$ cat config.mk
export PLATFORM = sky130hd
export DESIGN_NAME = _pipe_stage
export DESIGN_NICKNAME = d
export VERILOG_FILES = /design/src/rtl/_pipe_stage.sv
export SDC_FILE = /design/constraint.sdc
export NUM_CORES = 1
export LEC_CHECK = 0
export ABC_AREA = 1
export CAP_MARGIN = 20
export CORE_MARGIN = 10
export CORE_UTILIZATION = 50
export CTS_BUF_LIST = sky130_fd_sc_hd__clkbuf_4 sky130_fd_sc_hd__clkbuf_8
export DETAILED_ROUTE_END_ITERATION = 6
export PLACE_DENSITY = 0.8
export REMOVE_ABC_BUFFERS = 1
export SLEW_MARGIN = 5
export SYNTH_ARGS = -nofsm -noshare
export SYNTH_HDL_FRONTEND = slang
export SYNTH_SLANG_ARGS = --single-unit
$ cat constraint.sdc
create_clock -name clk -period 1.56 [get_ports clk]
set_input_delay 0.468 -clock clk [delete_from_list [all_inputs] [get_ports clk]]
set_output_delay 0.468 -clock clk [all_outputs]
set_load 0.03 [all_outputs]
$ cat src/rtl/_pipe_stage.sv
// Elastic valid/ready pipeline stage with a two-entry skid buffer and a registered in_ready.
// Define PIPE_STAGE_STALL_CNT_EN to add the saturating stall_cnt backpressure counter.
module _pipe_stage #(
    parameter int unsigned n = 32
) (
    input  logic         clk,
    input  logic         rst,
    input  logic         in_valid,
    output logic         in_ready,
    input  logic [n-1:0] in_data,
    output logic         out_valid,
    input  logic         out_ready,
    output logic [n-1:0] out_data,
    input  logic         flush
`ifdef PIPE_STAGE_STALL_CNT_EN
    ,
    output logic [31:0]  stall_cnt
`endif
);

    // Encoding is {skid_v, main_v}; 2'b10 is unreachable.
    typedef enum logic [1:0] {
        StEmpty = 2'b00,
        StOne   = 2'b01,
        StFull  = 2'b11
    } state_e;

    state_e         r_state;
    state_e         w_state_d;
    logic [n-1:0]   r_main;
    logic [n-1:0]   w_main_d;
    logic [n-1:0]   r_skid;
    logic [n-1:0]   w_skid_d;
    logic           r_in_ready;
    logic           w_in_xfer;
    logic           w_out_xfer;

    assign w_in_xfer  = in_valid & r_in_ready;
    assign w_out_xfer = r_state[0] & out_ready;

    always_comb begin
        w_state_d = r_state;
        w_main_d  = r_main;
        w_skid_d  = r_skid;
        if (flush) begin
            // Data registers keep their contents; only the valid bits drop.
            w_state_d = StEmpty;
        end else begin
            case (r_state)
                StEmpty: begin
                    if (w_in_xfer) begin
                        w_main_d  = in_data;
                        w_state_d = StOne;
                    end
                end
                StOne: begin
                    if (w_in_xfer && w_out_xfer) begin
                        w_main_d = in_data;
                    end else if (w_in_xfer) begin
                        w_skid_d  = in_data;
                        w_state_d = StFull;
                    end else if (w_out_xfer) begin
                        w_state_d = StEmpty;
                    end
                end
                StFull: begin
                    if (w_out_xfer) begin
                        w_main_d  = r_skid;
                        w_state_d = StOne;
                    end
                end
                default: w_state_d = StEmpty;
            endcase
        end
    end

    always_ff @(posedge clk) begin
        if (rst) begin
            r_state    <= StEmpty;
            r_main     <= '0;
            r_skid     <= '0;
            r_in_ready <= 1'b1;
        end else begin
            r_state    <= w_state_d;
            r_main     <= w_main_d;
            r_skid     <= w_skid_d;
            r_in_ready <= ~w_state_d[1];
        end
    end

    assign out_valid = r_state[0];
    assign out_data  = r_main;
    assign in_ready  = r_in_ready;

`ifdef PIPE_STAGE_STALL_CNT_EN
    logic [31:0] r_stall_cnt;

    always_ff @(posedge clk) begin
        if (rst) begin
            r_stall_cnt <= '0;
        end else if (r_state[0] && !out_ready && (r_stall_cnt != 32'hFFFF_FFFF)) begin
            r_stall_cnt <= r_stall_cnt + 32'd1;
        end
    end

    assign stall_cnt = r_stall_cnt;
`endif

endmodule
==> qor.yml <==
outcome:
  outcome: "complete, no violations"
pwr:
  power_leakage_nw: 2.02
  power_mw: 3.78
  ir_drop_mv: 0.550
  p_per_area_nw_per_um2: 946
cells_and_area:
  diodes: 0
  final_nets: 576
  area_growth_pct: 33.6
  fin_util: 0.682
  final_cell_mix: "nand2_1, nor2_1, dfxtp_1"
  fin_area_um2: 3990
  final_common_cell: "nand2_1"
  drive_gt1_frac: 0.0976
  fillerInstances: 518
setup_path:
  worstSetupStartpointType: "flip-flop"
  crit_slowest_cell: "dlygate4sd2_1"
  crit_chain: "dlygate4sd2_1"
  end_kind: "output pin"
  cp_top_family: "buffers and inverters"
  worstPathArrival_ns: 1.06
  cp.buffers_inverters: 1
  timing.rr.start: "r_state[0]"
  crit_start: "out_data[12]"
  path_class: "reg -> out"
  max_stage_delay_ns: 0.40
  crit_required_ns: 1.09
  path_max_fanout: 2
route:
  vias_per_cell: 4.94
  route.detailed.drc: 0
  first_pass_iters: 5
  detail_route.wl_per_cell_um: 12.5
  drtAntennaViolNets: 0
  drt_iter0_markers: 313
  via_count: 3053
  wirelength_mm: 7.70
timing:
  min_period_ns: 1.53
  fmax_mhz: 655
  slew_headroom: 0.749
  setup_tns_ns: 0
  setup-violations-final: 0
  rsz0062_at_grt: "yes"
  clock_skew_ns: 0.00752
  hold_violations: 0
  drv_slew: 0
  fin_crit_sh: 0.978
  worstMarginPinSlew_ns: 0.377
logic_synthesis:
  synthAdderAreaFrac: 0
  synth_mux_area_frac: 0
  yosysSeqAreaShare: 0.449
  synth_compound_area_frac: 0.0620
  synthesis.area_um2: 2990
  synth-seq-cells: 67
  synth_top_family_by_area: "simple AND/OR/NAND/NOR gates"
  synth_xor_area_frac: 0
  yosys.area_share.simple: 0.392
  netlist_instances: 468
  synth_cell_types: 19
  synth_warnings: 0
  avgSynthCellArea_um2: 6.39
floorplanning:
  io_pins: 71
  rows: 28
  start_util: 0.511
  core_area_um2: 5850
  dieWidth_um: 97.3
  fp.dieH_um: 97.3
  dieArea_um2: 9470
cts:
  cts-root-buf: "clkbuf_8"
  hold_buffers: 0
  htreeDepth: 3
  clock_path_buffers: 2
  cts_tree: "done"
  clk_latency_ns: 0.34
  ctsResizeCount: 44
  cts_buffers: 9
  cts_sinks: 67
  clkTransAtPathRegs_ns: 0.06
  postCtsSetupBuffers: 0
grt:
  grt_pass1_vias: 2885
  grt_first_pass_wirelength_mm: 13.1
  grt_max_degree: 43
  grtUsageTotal: 0.161
  antenna_found_initial: 0
  grt-ovfl-total: 0
min_path:
  hold_path_startpoint: "r_skid[26]"
  hp-class: "reg -> reg"
job:
  drv_cap: 0
placed_design:
  dp_hpwl_mm: 5.12
  placedInstanceArea_um2: 3860
  routabilityCongestion: 0.768
  port_buffers: 70
registers in the layout (all words and copies together) (netlist names):
register,flops
in_ready,1
r_skid,32
out_data,32
r_state,2
cell type report:
type                    count  area (um2)  share of cell area
multi-input cells         331        1360               0.341
flip-flops and latches     67        1340               0.336
repair buffers             88         855               0.214
clock buffers              13         173              0.0432
inverters                  42         158              0.0395
well taps                  75        93.8              0.0235
clock inverters             2        10.0             0.00251
worst paths after layout:
check | endpoint | slack [ns] | cells past startpoint
max | out_data[12] | 0.03 | 1
min | r_skid[26] | 0.50 | 2
max reg2reg | out_data[8] | 0.22 | 7
min reg2reg | r_skid[26] | 0.50 | 2
cell usage after synthesis (all sizes together):
master | instances | area, um2
dfxtp | 67 | 1340
nand3 | 3 | 25.0
o21ai | 35 | 175
nand2 | 161 | 614
nand4 | 1 | 6.26
nor3 | 32 | 160
clkbuf | 13 | 48.8
buf | 15 | 83.8
a21oi | 2 | 10.0
inv | 42 | 158
nor2 | 97 | 367
cells by family (layout without fill, tap and decap cells):
kind of cell | after synthesis | after routing
compound gates | 37 | 37
flops | 67 | 67
simple gates | 294 | 294
buf+inv | 70 | 145
per-stage QoR:
stage	hold WS [ns]	instances	worst slack, ns
after CTS	0.504	618	0.00177
after global placement	0.474	603	-0.241
after detailed placement	0.487	603	-0.264
after global routing	0.540	618	-0.00365
after floorplan	0.465	440	-0.428
final	0.501	618	0.0337
metal layers:
metal | share of wire | GRT usage | vias to the layer above
li1 | - | - | 1558
met3 | 0.078 | 0.0469 | 16
met4 | 0.019 | 0.0727 | 0
met5 | 0 | 0 | -
met1 | 0.44 | 0.196 | 1363
met2 | 0.47 | 0.258 | 116
power breakdown:
group          internal [mW]  switching (mW)
sequential              1.78          0.0377
combinational          0.256           0.361
clock                  0.712           0.625
No activity file was read; power rests on OpenSTA's default activity.
